[config.mk]
export PLATFORM = sky130hd
export DESIGN_NAME = pll_clken_gen
export DESIGN_NICKNAME = d
export VERILOG_FILES = /design/src/rtl/nes_clk_pkg.sv /design/src/rtl/clken_accum.sv /design/src/rtl/pll_clken_gen.sv
export SDC_FILE = /design/constraint.sdc
export NUM_CORES = 1
export LEC_CHECK = 0
export CAP_MARGIN = 20
export CORE_MARGIN = 1.5
export CORE_UTILIZATION = 27
export DETAILED_ROUTE_END_ITERATION = 8
export GPL_ROUTABILITY_DRIVEN = 0
export GPL_TIMING_DRIVEN = 1
export HOLD_SLACK_MARGIN = 0.1
export SLEW_MARGIN = 20
export SYNTH_ARGS = -nofsm -noshare
export SYNTH_HDL_FRONTEND = slang
export SYNTH_SLANG_ARGS = --single-unit
[constraint.sdc]
create_clock -name clk -period 5.85 [get_ports clk]
set_input_delay 0.8775 -clock clk [delete_from_list [all_inputs] [get_ports clk]]
set_output_delay 0.8775 -clock clk [all_outputs]
set_load 0.01 [all_outputs]
[src/rtl/nes_clk_pkg.sv]
// ============================================================================
// nes_clk_pkg : shared types and increment constants for NES clock enables
// Rev 1.0     : initial release
// ============================================================================
`default_nettype none

package nes_clk_pkg;

  typedef enum logic [1:0] {
    WAIT_LOCK = 2'd0,
    SETTLE    = 2'd1,
    RUN       = 2'd2
  } state_t;

  localparam int ACC_W_DEF = 24;

  // Frequencies are given in units of 0.01 Hz so the NTSC/PAL rates stay exact.
  function automatic logic [ACC_W_DEF-1:0] calc_inc(input logic [63:0] f_out_x100,
                                                    input logic [63:0] f_in_x100);
    logic [63:0] num;
    num = (f_out_x100 << ACC_W_DEF) + (f_in_x100 >> 1);
    return ACC_W_DEF'(num / f_in_x100);
  endfunction

  localparam logic [ACC_W_DEF-1:0] INC_NTSC_PPU_27M  = calc_inc(64'd536931818, 64'd2700000000);
  localparam logic [ACC_W_DEF-1:0] INC_NTSC_CPU_27M  = calc_inc(64'd178977273, 64'd2700000000);
  localparam logic [ACC_W_DEF-1:0] INC_PAL_PPU_27M   = calc_inc(64'd532034250, 64'd2700000000);
  localparam logic [ACC_W_DEF-1:0] INC_PAL_CPU_27M   = calc_inc(64'd166260703, 64'd2700000000);
  localparam logic [ACC_W_DEF-1:0] INC_NTSC_PPU_378M = calc_inc(64'd536931818, 64'd3780000000);
  localparam logic [ACC_W_DEF-1:0] INC_NTSC_CPU_378M = calc_inc(64'd178977273, 64'd3780000000);
  localparam logic [ACC_W_DEF-1:0] INC_PAL_PPU_378M  = calc_inc(64'd532034250, 64'd3780000000);
  localparam logic [ACC_W_DEF-1:0] INC_PAL_CPU_378M  = calc_inc(64'd166260703, 64'd3780000000);

endpackage

`default_nettype wire

[src/rtl/clken_accum.sv]
// ============================================================================
// clken_accum : one phase-accumulator channel; carry out becomes the enable
// Rev 1.0     : initial release
// ============================================================================
`default_nettype none

module clken_accum #(
  parameter int ACC_W = 24
) (
  input  logic             clk,
  input  logic             resetn,
  input  logic             run,
  input  logic [ACC_W-1:0] inc,
  output logic             ce
);

  logic [ACC_W-1:0] acc_q, acc_d;
  logic             ce_q, ce_d;
  logic [ACC_W:0]   sum;

  // Leaving run discards the partial phase so every restart begins at zero.
  always_comb begin
    sum   = {1'b0, acc_q} + {1'b0, inc};
    acc_d = '0;
    ce_d  = 1'b0;
    if (run) begin
      acc_d = sum[ACC_W-1:0];
      ce_d  = sum[ACC_W];
    end
  end

  always_ff @(posedge clk) begin
    if (!resetn) begin
      acc_q <= '0;
      ce_q  <= 1'b0;
    end else begin
      acc_q <= acc_d;
      ce_q  <= ce_d;
    end
  end

  assign ce = ce_q;

endmodule

`default_nettype wire

[src/rtl/pll_clken_gen.sv]
// ============================================================================
// pll_clken_gen : lock-qualified multi-channel fractional clock-enable generator
// Rev 1.0       : initial release
// ============================================================================
`default_nettype none

module pll_clken_gen
  import nes_clk_pkg::*;
#(
  parameter int                        CHANNELS    = 2,
  parameter int                        ACC_W       = ACC_W_DEF,
  parameter int                        LOCK_CYCLES = 1024,
  parameter logic [CHANNELS*ACC_W-1:0] INC_INIT    = {24'd1112128, 24'd3336383},
  localparam int                       SEL_W       = (CHANNELS > 1) ? $clog2(CHANNELS) : 1
) (
  input  logic                clk,
  input  logic                resetn,
  input  logic                pll_lock,
  input  logic                inc_we,
  input  logic [SEL_W-1:0]    inc_sel,
  input  logic [ACC_W-1:0]    inc_data,
  output logic [CHANNELS-1:0] ce,
  output logic                ready,
  output logic [7:0]          lock_drops
);

  localparam int CNT_W = $clog2(LOCK_CYCLES);

  logic             sync1_q, sync2_q;
  logic             lk;
  state_t           state_q, state_d;
  logic [CNT_W-1:0] cnt_q, cnt_d;
  logic             ready_q, ready_d;
  logic [7:0]       lock_drops_q, lock_drops_d;
  logic [ACC_W-1:0] inc_q [CHANNELS];
  logic [ACC_W-1:0] inc_d [CHANNELS];
  logic             lost;
  logic             run;

  assign lk = sync2_q;

  always_comb begin
    state_d      = state_q;
    cnt_d        = cnt_q;
    lock_drops_d = lock_drops_q;
    lost         = 1'b0;
    case (state_q)
      WAIT_LOCK: begin
        cnt_d = '0;
        if (lk) state_d = SETTLE;
      end
      SETTLE: begin
        if (!lk) begin
          state_d = WAIT_LOCK;
          cnt_d   = '0;
          lost    = 1'b1;
        end else if (cnt_q == CNT_W'(LOCK_CYCLES - 1)) begin
          state_d = RUN;
          cnt_d   = '0;
        end else begin
          cnt_d = cnt_q + CNT_W'(1);
        end
      end
      RUN: begin
        if (!lk) begin
          state_d = WAIT_LOCK;
          lost    = 1'b1;
        end
      end
      default: state_d = WAIT_LOCK;
    endcase
    if (lost && (lock_drops_q != 8'hFF)) lock_drops_d = lock_drops_q + 8'd1;
    ready_d = (state_d == RUN);
  end

  // Writes land in any state; a select beyond the channel count matches nothing.
  always_comb begin
    inc_d = inc_q;
    for (int i = 0; i < CHANNELS; i++) begin
      if (inc_we && (inc_sel == SEL_W'(i))) inc_d[i] = inc_data;
    end
  end

  always_ff @(posedge clk) begin
    if (!resetn) begin
      sync1_q      <= 1'b0;
      sync2_q      <= 1'b0;
      state_q      <= WAIT_LOCK;
      cnt_q        <= '0;
      ready_q      <= 1'b0;
      lock_drops_q <= '0;
      for (int i = 0; i < CHANNELS; i++) inc_q[i] <= INC_INIT[i*ACC_W +: ACC_W];
    end else begin
      sync1_q      <= pll_lock;
      sync2_q      <= sync1_q;
      state_q      <= state_d;
      cnt_q        <= cnt_d;
      ready_q      <= ready_d;
      lock_drops_q <= lock_drops_d;
      inc_q        <= inc_d;
    end
  end

  // Accumulate only while RUN is held; the cycle lock is seen lost already clears.
  assign run = (state_q == RUN) && lk;

  generate
    for (genvar g = 0; g < CHANNELS; g++) begin : g_ch
      clken_accum #(
        .ACC_W (ACC_W)
      ) u_accum (
        .clk    (clk),
        .resetn (resetn),
        .run    (run),
        .inc    (inc_q[g]),
        .ce     (ce[g])
      );
    end
  endgenerate

  assign ready      = ready_q;
  assign lock_drops = lock_drops_q;

endmodule

`default_nettype wire

---- Yosys cells after proc, flatten, opt, wreduce, memory -nomap -nowiden ----
Index checks and enable logic that the tools add are counted.
Widths: inputs -> output; s select.
operators by class
  $add $sub $neg .......................... 4
  muxes and demuxes ....................... 10
  bitwise logic cells ..................... 1
  eq/ne operators ......................... 5
  reduce and logical (&&, ||, !) cells .... 8
operators by type and width
  cell                   number
  $add 24x24->25         2
  $mux 10                2
  $pmux 10 s2            1
  $add 10x1->10 const B  1
  $eq 10x10->1 const B   1
  $add 8x1->8 const B    1
  $mux 2                 4
  $ne 8x8->1 const B     1
  $pmux 2 s3             1
  $eq 2x2->1 const B     2
  $logic_and 1x1->1      4
  $eq 2x1->1 const B     1
  $logic_not 2->1        1
  $mux 1                 2
  $reduce_and 2->1       1
  $reduce_bool 2->1      1
  $reduce_or 2->1        1
  $not 1->1              1
word-level totals
  word-level logic and storage cells ...... 40
  output and inout port bits .............. 11
  bits in registers ....................... 121

---- Longest topological paths before layout ----
Gate-level depths: netlist of the first run.
  depth in word-level cells ............... 5
  depth in mapped cells ................... 9

---- Modules after synthesis ----
Synthesis of the first run repeated with hierarchy kept, for this count alone.
unflattened totals
  cell total of the unflattened synthesis .. 829
  area total of the unflattened synthesis .. 6662.6 um^2
modules (own cells, without submodules)
  module         cells each  area an instance (um^2)  instances
  clken_accum    243         1936.9                   2
  pll_clken_gen  343         2788.9                   1

---- Worst setup path after synthesis of the first run ----
No wires, ideal clock.
  path type ............................... flip-flop to flip-flop
  start ................................... register g_ch[0].u_accum.acc_q[0]
  end ..................................... register g_ch[0].u_accum.acc_q[20]
  slack ................................... 3.535 ns
  clock period less this slack ............ 2.315 ns
  stages on the path, launching flop included .. 10
  library setup time ...................... 0.072 ns
  required time ........................... 5.778 ns
  arrival time ............................ 2.244 ns
  path through ............................ dfxtp_1 ha_1 fa_1 a21o_1 a221oi_2 o21ai_1 a21oi_2 o21ai_1 o31ai_1 mux2i_1
on the way
  word-level cells in the longest chain between the ends .. 1
RTL lines
  element                   line               RTL
  start: declaration        clken_accum.sv:17  logic [ACC_W-1:0] acc_q, acc_d;
  start signal: assignment  clken_accum.sv:34  acc_q <= '0;
  start signal: assignment  clken_accum.sv:37  acc_q <= acc_d;
  $add 24x24->25            clken_accum.sv:23  sum = {1'b0, acc_q} + {1'b0, inc};
Every way passes these cells.
A chain may end at the register's enable or synchronous reset.

---- Worst setup path in the final report of the first run ----
  start ................................... register inc_q[24] (netlist bit)
  end ..................................... register g_ch[0].u_accum.acc_q[20]
on the way
  word-level cells in the longest chain between the ends .. 1
RTL lines
  element                   line                  RTL
  start: declaration        pll_clken_gen.sv:35   logic [ACC_W-1:0] inc_q [CHANNELS];
  start signal: assignment  pll_clken_gen.sv:100  inc_q <= inc_d;
  $add 24x24->25            clken_accum.sv:23
Every way passes these cells.

==> results.md, run 1 <==
- Status: finished clean
- End of the critical path: g_ch[0].u_accum.acc_q[20]$_SDFF_PN0_
- Syn Std Cell Area: around 6300 um^2
- Die Span X: roughly 160 um
- Synth top area cells: dfxtp_1 38%, ha_1 11%, nand2_1 8.0%, xnor2_1 4.6%, nor2_1 3.8%
- Clk slew on worst S/H paths: about 60 ps
- Worst path depth: 9
- Largest family of logic cells by synthesized area: simple AND/OR/NAND/NOR gates
- Type of origin of the critical path: flop
- Post-route DRC: 0
- Least-Margin Pin Slew: roughly 1000 ps
- Final net count: between 800 and 900
- Global-route wire length before repair: around 24,000 um
- Setup bufs post-CTS: 0
- Setup slack, reg-to-reg: 3240 ps
- Maxcap violations: 0
- Cell Chain, Critical Path: ha_1, fa_1, a21o_1, a221oi_2, o21ai_1, a21oi_2, o21ai_1, o31ai_1, mux2i_1
- Core Region: between 20,000 and 25,000 um^2
- Crit path largest cell delay: about 420 ps
- Skew-Pair Late Insertion Delay: 420 ps
- Initial Utilization: between 20 and 30%
- Clock Tree Root: clkbuf_16
- Max H-tree Level: 4
- Post-detail-place hpwl: about 11,000 um
- Pre-CTS WS: between 2000 and 3000 ps
- Rows: 55
- Post-Route Skew: roughly 12 ps
- Most frequent cells in the layout: 135 x nand2_1, 121 x dfxtp_1, 64 x nor2_1, 54 x ha_1, 38 x clkdlybuf4s50_1
- P_int: roughly 1600 uW
- CP Class: flop to flop
- Sw Share: 23.1%
- CP Data Required Time: 6210 ps
- Storage cell area: roughly 2400 um^2
- Cts bufs inserted: 17
- CP dominant cell by count: o21ai_1
- Syn Nets: 827
- Starting DRT DRC Count: between 200 and 250
- Antenna diodes: 0
- Synth area leader: dfxtp_1
- Die footprint: between 20,000 and 25,000 um^2
- Synth Area in Adders: 11.3%
- Pin count of the biggest net entering global routing: 65
- Ratio of cells with drive above 1 in the final layout: 6.28%
- Peak VDD IR: 0.000190 V
- Synth Area in Compound Gates: between 10% and 20%
- TNS Setup: 0 ps
- FFs w/ async S/R, synth: 0%
- Synth Area in Simple Gates: roughly a fifth
- Relative slew slack: approximately 30%
- EDFF count, synth: 0
- Die Y: approximately 160 um
- Sequential power share: around 40%
- Initial antenna violation count: 0
- Seq/Total Area, Yosys: around two fifths
- Resized Gates After CTS: 0
- R2r endpoint: g_ch[0].u_accum.acc_q[20]$_SDFF_PN0_
- Vias per inst: ~4.6
- TritonCTS clock tree: built
- Crit path time final: about 2600 ps
- Clock Sinks: approximately 120
- Io pins: 40
- Area Growth Syn to Fin: 20.3%
- Final ANT Viol Nets: 0
- Post-CTS Hold Buffers: 0
- PD cells: 279 nW/um^2
- TritonRoute pass-1 iters: 4
- Slowest CP cell: fa_1
- Crit share post-route: around 45%
- Number of synthesized register bits: about 120
- Total Routing Usage GR: between 10% and 20%
- Final setup fails: 0
- Remaining global-route overflow: 0
- Hold_ws: 434 ps
- Most common cell after layout, fill and taps aside: nand2_1
- Final hold violations: 0
- Synth warn: 0
- Main flop type after synthesis: dfxtp_1
- Clk pwr share: a little over half
- Crit path DAT: roughly 3000 ps
- Worst R2R Path Depth: 9
- Final worst slack: around 3200 ps
- CP max FO: 5
- Fillcell total: between 2,000 and 2,500
- Vias: around 5,100
- Post-Synth XOR/XNOR Area: slightly below 7%
- Syn Area/Cell: between 8 and 9 um^2
- Logic pwr share: 6.4%
- Vias in the first global route: roughly 4,700
- Multi-input gate area: roughly 3700 um^2
- CP startpoint: inc_q[24]$_SDFFE_PN1P_
- Synthesized instance count: roughly 740
- Area share of the largest cell type after synthesis: about two fifths
- RSZ-0062 raised after global routing: no
- # port buffers: 39
- Routed wire per std cell: roughly 13 um
- Leakage: about 0.0031 uW
- Worst R2R Start: inc_q[24]$_SDFFE_PN1P_
- Critical Path End Type: flop
- CP Buf/Inv Count: 0
- Final Max Tran Viols: 0
- Switching pwr: 490 uW
- Final wirelength: 14,600 um
- Worst hold-check path type: flop to flop
- Fmax: ~0.38 GHz
- Mux cell area share after synthesis: less than 1%
- Synth cell types: 57
- CP delay by family, top: compound AO/OA/AOI/OAI gates
- CTS max path bufs: 2
metrics by stage:
step	instances	cell area (um^2)	total power, uW	utilization [%]
2_1_floorplan	742	6320	962	-
3_3_place_gp	1061	6960	1010	30.6
3_5_place_dp	1061	6960	1010	30.6
4_1_cts	1093	7600	2150	33.3
5_1_grt	1093	7600	2200	33.3
6_report	1093	7600	2120	33.3
layer usage:
layer	vias to the layer above	global-route usage (%)	part of all wire, %
met5	-	0	0
met2	73	18.9	43
li1	2630	-	-
met1	2361	16.7	51
met4	0	4.85	1.5
met3	15	3.31	4.1
kinds of logic after synthesis:
logic type	Yosys count
buffers and inverters	45
AO/OA/AOI/OAI	171
XOR/XNOR	50
flip-flops	121
multiplexers	6
adder cells (fa/ha/maj)	56
AND/OR/NAND/NOR	293
power by group through the flow:
| stage | Clock, uW | Combinational (uW) | Sequential, uW |
|---|---|---|---|
| after detailed placement | 0 | 135 | 879 |
| after global placement | 0 | 134 | 878 |
| after global routing | 1190 | 152 | 862 |
| after floorplan | 0 | 90.7 | 872 |
| after CTS | 1150 | 136 | 861 |
| final | 1120 | 135 | 860 |
synth_stat cells, types with 4 or more instances:
cell,n
and2_1,18
a21oi_1,36
nand4_1,11
a21boi_0,27
dfxtp_1,121
o21ai_0,18
o21ai_1,5
mux2i_1,6
nand2_1,135
o21bai_1,8
a211oi_1,5
o31ai_1,8
xor2_1,17
nand3_1,30
nand2b_1,5
nor2b_1,4
inv_1,11
xnor2_1,33
nor2_1,64
a31oi_1,6
o21a_1,8
clkbuf_1,31
nor3_1,7
and3_1,7
ha_1,54
a21o_1,24
flip-flops by register name (all words and copies together), names as in the netlist:
signal / cells
lock_drops: 8
state_q: 2
inc_q: 48
sync1_q: 1
cnt_q: 10
lk: 1
g_ch.u_accum.acc_q: 48
g_ch.u_accum.ce: 2
ready: 1
worst min path at each step:
stage	from	endpoint	slack, ps	cells past startpoint
2_1_floorplan	sync1_q$_SDFF_PN0_	lk$_SDFF_PN0_	410	1
3_3_place_gp	sync1_q$_SDFF_PN0_	lk$_SDFF_PN0_	420	1
3_5_place_dp	sync1_q$_SDFF_PN0_	lk$_SDFF_PN0_	420	1
4_1_cts	sync1_q$_SDFF_PN0_	lk$_SDFF_PN0_	440	1
5_1_grt	sync1_q$_SDFF_PN0_	lk$_SDFF_PN0_	460	1
6_report	sync1_q$_SDFF_PN0_	lk$_SDFF_PN0_	430	1
final cells by class:
type | instances | share of cell area [%]
Multi-Input combinational cell | 576 | 48.9
Sequential cell | 121 | 31.9
Clock buffer | 18 | 5.78
Timing Repair Buffer | 40 | 5.17
Tap cell | 313 | 5.16
Clock inverter | 14 | 2.59
Inverter | 11 | 0.544
No activity file was read; power rests on OpenSTA's default activity.
==> run 2, diff against run 1 <==
==> constraint.sdc (replaced) <==
create_clock -name clk -period 2.4 [get_ports clk]
set_input_delay 0.36 -clock clk [delete_from_list [all_inputs] [get_ports clk]]
set_output_delay 0.36 -clock clk [all_outputs]
set_load 0.01 [all_outputs]
==> run 2 against run 1 <==
Effect of this change: hold slack lost 140 ps; sequential share of layout area shrank 1.4 points; first-iteration DRC count grew 0.47%; die area is the same; power grew 140%; clock power grew 140%; wire length grew 6.3%; critical path depth is the same; fmax grew 12%; via count grew 3.9%.
==> results.md, run 2 (synthesis results as in run 1) <==
- Status: finished clean
- Leakage: 0.00331 uW (+5.8%)
- Global-route wire length before repair: 25,100 um (+6.2%)
- Total Routing Usage GR: 13.2% (+0.77 points)
- Starting DRT DRC Count: 212 (+0.47%)
- Final ANT Viol Nets: 0 (unchanged)
- Die Y: 156 um (unchanged)
- RSZ-0062 raised after global routing: yes
- Die footprint: 24,300 um^2 (unchanged)
- Clock Sinks: 121 (unchanged)
- Fmax: 0.429 GHz (+12%)
- Die Span X: 156 um (unchanged)
- Routed wire per std cell: 13.8 um (+3.4%)
- Pin count of the biggest net entering global routing: 51 (-22%)
- Post-route DRC: 0 (unchanged)
- Ratio of cells with drive above 1 in the final layout: 12.2% (+5.9 points)
- Clk slew on worst S/H paths: 60 ps (about the same)
- Cell Chain, Critical Path: ha_4, a2111o_1, a211oi_4, nor3_4, o311ai_4, buf_4, o31ai_2, xnor2_1, nor2_1
- CTS max path bufs: 2 (unchanged)
- Final hold violations: 0 (unchanged)
- Antenna diodes: 0 (unchanged)
- Placed cell area: 7160 um^2 (+2.9%)
- Sw Share: 23.7% (+0.56 points)
- Io pins: 40 (unchanged)
- CP Class: flop to flop
- Crit share post-route: 97.2% (+53 points)
- Largest regs: g_ch.u_accum.acc_q (48), inc_q (48), cnt_q (10)
- Logic pwr share: 6.8% (+0.4 points)
- Least-Margin Pin Slew: 680 ps (-365 ps)
- Remaining global-route overflow: 0 (unchanged)
- Post-Route Skew: 9.39 ps (-2.30 ps)
- P_int: 3950 uW (+140%)
- Final net count: 884 (+3.8%)
- CP Buf/Inv Count: 1 (+1)
- Vias per inst: 4.69 (+0.99%)
- Worst hold-check path type: input port to flop
- Final wirelength: 15,500 um (+6.3%)
- Crit path time final: 2330 ps (-279 ps)
- Max H-tree Level: 4 (unchanged)
- Relative slew slack: 54.7% (+24 points)
- Final setup fails: 0 (unchanged)
- Peak VDD IR: 0.000361 V (+90%)
- Sequential power share: 40.4% (-0.2 points)
- Post-detail-place hpwl: 10,900 um (+3.2%)
- Vias: 5,275 (+3.9%)
- Maxcap violations: 0 (unchanged)
- Skew-Pair Late Insertion Delay: 430 ps (about the same)
- Slowest CP cell: o311ai_4
- Clock Tree Root: clkbuf_16
- Cts bufs inserted: 17 (unchanged)
- Crit path largest cell delay: 430 ps (about the same)
- Hold_ws: 289 ps (-144 ps)
- PD cells: 651 nW/um^2 (+130%)
- Most frequent cells in the layout: 135 x nand2_1, 120 x dfxtp_1, 64 x nor2_1, 50 x ha_1, 38 x clkdlybuf4s50_1
- Crit path DAT: 2640 ps (-330 ps)
- Cell area after layout: 7950 um^2 (+4.6%)
- # port buffers: 39 (unchanged)
- Vias in the first global route: 5,137 (+10%)
- Switching pwr: 1230 uW (+150%)
- TritonCTS clock tree: built
- Initial Utilization: 27.7% (unchanged)
- Most common cell after layout, fill and taps aside: nand2_1
- TritonRoute pass-1 iters: 4 (unchanged)
- Core Region: 22,800 um^2 (unchanged)
- Type of origin of the critical path: flop
- Final Util: 34.9% (+1.5 points)
- Area Growth Syn to Fin: 25.9%
- Final Max Tran Viols: 0 (unchanged)
- Total power: 5180 uW (+140%)
- Clk pwr share: 52.8% (-0.3 points)
- Initial antenna violation count: 1 (+1)
- CP max FO: 5 (unchanged)
- CP Data Required Time: 2710 ps (-3500 ps)
- Rows: 55 (unchanged)
- Critical Path End Type: flop
- CP delay by family, top: compound AO/OA/AOI/OAI gates
- Final worst slack: 68.4 ps (-3170 ps)
- Pre-CTS WS: -10.1 ps (-2920 ps)
[run 2: cell types whose count changed in the layout (fill, tap and decap cells not counted), moves of 3 or more]
cell / delta
ha_2: +3
buf_4: +30
o31ai_2: +4
o31ai_1: -4
ha_1: -4
[run 2: worst paths after layout]
check	from	end	slack, ps	depth (start not counted)
worst max-delay path	inc_q[4]$_SDFFE_PN0P_	g_ch[1].u_accum.acc_q[23]$_SDFF_PN0_	70	9
worst min-delay path	resetn	cnt_q[8]$_SDFFE_PN0P_	290	2
worst max register to register	inc_q[4]$_SDFFE_PN0P_	g_ch[1].u_accum.acc_q[23]$_SDFF_PN0_	70	9
worst min register to register	sync1_q$_SDFF_PN0_	lk$_SDFF_PN0_	430	1
[run 2: routing by layer]
layer	vias to the layer above	global-route usage (%)	part of all wire, %
li1	2681	-	-
met1	2474	16.7	48
met2	90	21.2	45
met3	28	3.72	4.9
met4	2	5.12	2.0
met5	-	0	0.071
[run 2: cell type report]
| class | instances | area, um^2 |
|---|---|---|
| clock buffers | 17 | 425 |
| fillers | 2364 | 14800 |
| flip-flops and latches | 121 | 2420 |
| repair buffers | 72 | 649 |
| multi-input cells | 576 | 3820 |
| well taps | 313 | 392 |
| inverters | 11 | 41.3 |
| clock inverters | 14 | 198 |
[run 2: timing repair]
item	CTS	global route
hold buffers	0	0
endpoints found under the setup margin	1	18
gates resized for setup	1	23
setup buffers	0	7
pin swaps	0	17
[run 2: power groups by stage]
stage / registers [uW] / logic (uW) / clock network, uW
2_1_floorplan: 2120 / 221 / 0
3_3_place_gp: 2140 / 344 / 0
3_5_place_dp: 2140 / 347 / 0
4_1_cts: 2090 / 351 / 2780
5_1_grt: 2100 / 395 / 2870
6_report: 2090 / 353 / 2730
[run 2: per-stage QoR]
step,instances,setup TNS (ps)
finish,1124,0
global route,1124,-87.5
CTS,1117,0
detailed placement,1086,-10.1
global placement,1086,0
floorplan,742,0
==> run 3, diff against run 2 <==
--- a/config.mk
+++ b/config.mk
@@ -8,7 +8,9 @@
 export CAP_MARGIN = 20
 export CORE_MARGIN = 1.5
 export CORE_UTILIZATION = 27
+export CTS_CLUSTER_SIZE = 28
 export DETAILED_ROUTE_END_ITERATION = 8
+export DONT_BUFFER_PORTS = 1
 export GPL_ROUTABILITY_DRIVEN = 0
 export GPL_TIMING_DRIVEN = 1
 export HOLD_SLACK_MARGIN = 0.1
==> run 3 against run 2 <==
Effect of this change: fmax up 0.58%; setup slack improved by 13 ps; final area fell by 2.2%; critical path type unchanged; critical endpoint is now g_ch[1].u_accum.acc_q[21]$_SDFF_PN0_; largest cell class unchanged.
==> results.md, run 3 (synthesis results as in run 1) <==
- Rows: 55 (unchanged)
- Initial Utilization: 27.7% (unchanged)
- Crit share post-route: 96.6% (-0.56 points)
- Io pins: 40 (unchanged)
- Final wirelength: 16,200 um (+4.3%)
- Routed wire per std cell: 14.5 um (+5.0%)
- Most common cell after layout, fill and taps aside: nand2_1
- CP max FO: 4 (-1)
- Setup slack, reg-to-reg: 80 ps (about the same)
- Type of origin of the critical path: flop
- # port buffers: 0 (-100%)
- Maxcap violations: 0 (unchanged)
- Max H-tree Level: 4 (unchanged)
- Status: finished clean
- Vias per inst: 4.74 (+1.1%)
- Final std cells w/o fill: 1,117 (-0.62%)
- TritonRoute pass-1 iters: 4 (unchanged)
- Ratio of cells with drive above 1 in the final layout: 10.9% (-1.3 points)
- Most frequent cells in the layout: 135 x nand2_1, 120 x dfxtp_1, 64 x nor2_1, 53 x ha_1, 36 x a21oi_1
- CP Data Required Time: 2680 ps (-30 ps)
- Global-route wire length before repair: 25,600 um (+1.7%)
- Final Max Tran Viols: 0 (unchanged)
- TNS Setup: 0 ps (unchanged)
- Least-Margin Pin Slew: 892 ps (+212 ps)
- Post-detail-place hpwl: 10,700 um (-1.8%)
- Initial antenna violation count: 3 (+2)
- Remaining global-route overflow: 0 (unchanged)
- Area Growth Syn to Fin: 23.1%
- Sw Share: 23.3% (-0.41 points)
- Fillcell total: 2,364 (unchanged)
- Skew-Pair Late Insertion Delay: 410 ps (-20 ps)
- Pin count of the biggest net entering global routing: 35 (-31%)
- Clk pwr share: 50.5% (-2.3 points)
- Largest regs: g_ch.u_accum.acc_q (48), inc_q (48), cnt_q (10)
- Vias in the first global route: 5,036 (-2.0%)
- Cts bufs inserted: 17 (unchanged)
- Clock Sinks: 121 (unchanged)
- Final Util: 34.1% (-0.76 points)
- Logic pwr share: 7.1% (+0.3 points)
- Crit path DAT: 2600 ps (-40 ps)
- P_int: 3790 uW (-4.2%)
- Crit path time final: 2320 ps (-13.4 ps)
- RSZ-0062 raised after global routing: yes
- PD cells: 635 nW/um^2 (-2.5%)
- Post-Route Skew: 11.8 ps (+2.43 ps)
- TritonCTS clock tree: built
- Core Region: 22,800 um^2 (unchanged)
- Starting DRT DRC Count: 186 (-12%)
- Relative slew slack: 40.4% (-14 points)
- Sequential power share: 42.4% (+2.0 points)
- Peak VDD IR: 0.000380 V (+5.1%)
- Die footprint: 24,300 um^2 (unchanged)
- Fmax: 0.431 GHz (+0.58%)
- Leakage: 0.00323 uW (-2.3%)
- Total Routing Usage GR: 13.5% (+0.31 points)
- Clk slew on worst S/H paths: 60 ps (about the same)
- CTS max path bufs: 2 (unchanged)
- Switching pwr: 1150 uW (-6.3%)
- Inst Count DP: 1,044 (-3.9%)
- Vias: 5,299 (+0.45%)
- Worst hold-check path type: input port to flop
- Final setup fails: 0 (unchanged)
- Final hold violations: 0 (unchanged)
- Post-route DRC: 0 (unchanged)
- Hold_ws: 120 ps (-170 ps)
- Critical Path End Type: flop
- Final net count: 874 (-1.1%)
- Die Y: 156 um (unchanged)
- CP Class: flop to flop
- Clock Tree Root: clkbuf_16
- Final ANT Viol Nets: 0 (unchanged)
- Die Span X: 156 um (unchanged)
run 3: cell types whose count changed in the layout (fill, tap and decap cells not counted), sizes merged:
cell           delta
clkbuf            +4
dlygate4sd3      +31
clkinv            -2
buf               -3
bufinv            -2
diode             +3
inv               -1
clkinvlp          +1
clkdlybuf4s50    -38
run 3: through the flow:
stage	setup slack (ps)	total power, uW	instance area (um^2)
finish	81.8	4940	7770
global route	-55.1	5130	7770
CTS	3.92	4980	7660
detailed placement	-37.4	2400	6740
global placement	-23.0	2400	6740
floorplan	84.8	2350	6320
run 3: layer usage:
metal / track usage (%) / routed length (um) / vias to the layer above
met2: 22.2 / 7370 / 108
met5: 0 / 13 / -
li1: - / - / 2676
met1: 16.7 / 7590 / 2482
met3: 3.42 / 788 / 31
met4: 5.94 / 447 / 2
run 3: critical path, cell delays in order, from the launching register on:
cell and delay [ps]:
dfxtp_1 320, ha_1 290, a2111o_1 410, a211oi_2 270, nor3_2 130, o311ai_4 300, buf_4 180, o31ai_1 90
xnor2_1 160, nor2_1 50
run 3: repair_timing:
| item | 4_1_cts | 5_1_grt |
|---|---|---|
| setup endpoints to repair | 5 | 16 |
| buffers inserted | 2 | 5 |
| resized for setup | 2 | 15 |
| hold buffers | 31 | 1 |
| endpoints found under the hold margin | 54 | 1 |
| pin swaps | 4 | 12 |
run 3: path summary, 6_finish.rpt:
check	startpoint	end	cells past startpoint
setup / recovery	inc_q[4]$_SDFFE_PN0P_	g_ch[1].u_accum.acc_q[21]$_SDFF_PN0_	9
hold / removal	inc_data[8]	inc_q[8]$_SDFFE_PN0P_	2
setup reg to reg	inc_q[4]$_SDFFE_PN0P_	g_ch[1].u_accum.acc_q[21]$_SDFF_PN0_	9
hold reg to reg	sync1_q$_SDFF_PN0_	lk$_SDFF_PN0_	1
run 3: power by group through the flow:
stage / Combinational, uW / Clock (uW) / Sequential (uW)
after CTS: 349 / 2540 / 2090
after global placement: 260 / 0 / 2140
final: 351 / 2490 / 2090
after floorplan: 221 / 0 / 2120
after global routing: 388 / 2640 / 2100
after detailed placement: 264 / 0 / 2140
run 3: layout make-up:
class / count / area (um^2) / area share (%)
Clock inverter: 10 / 119 / 1.53
Multi-Input combinational cell: 576 / 3780 / 48.6
Inverter: 11 / 41.3 / 0.531
Tap cell: 313 / 392 / 5.04
Clock buffer: 21 / 460 / 5.92
Sequential cell: 121 / 2420 / 31.2
Antenna cell: 3 / 7.51 / 0.0966
Timing Repair Buffer: 62 / 556 / 7.15
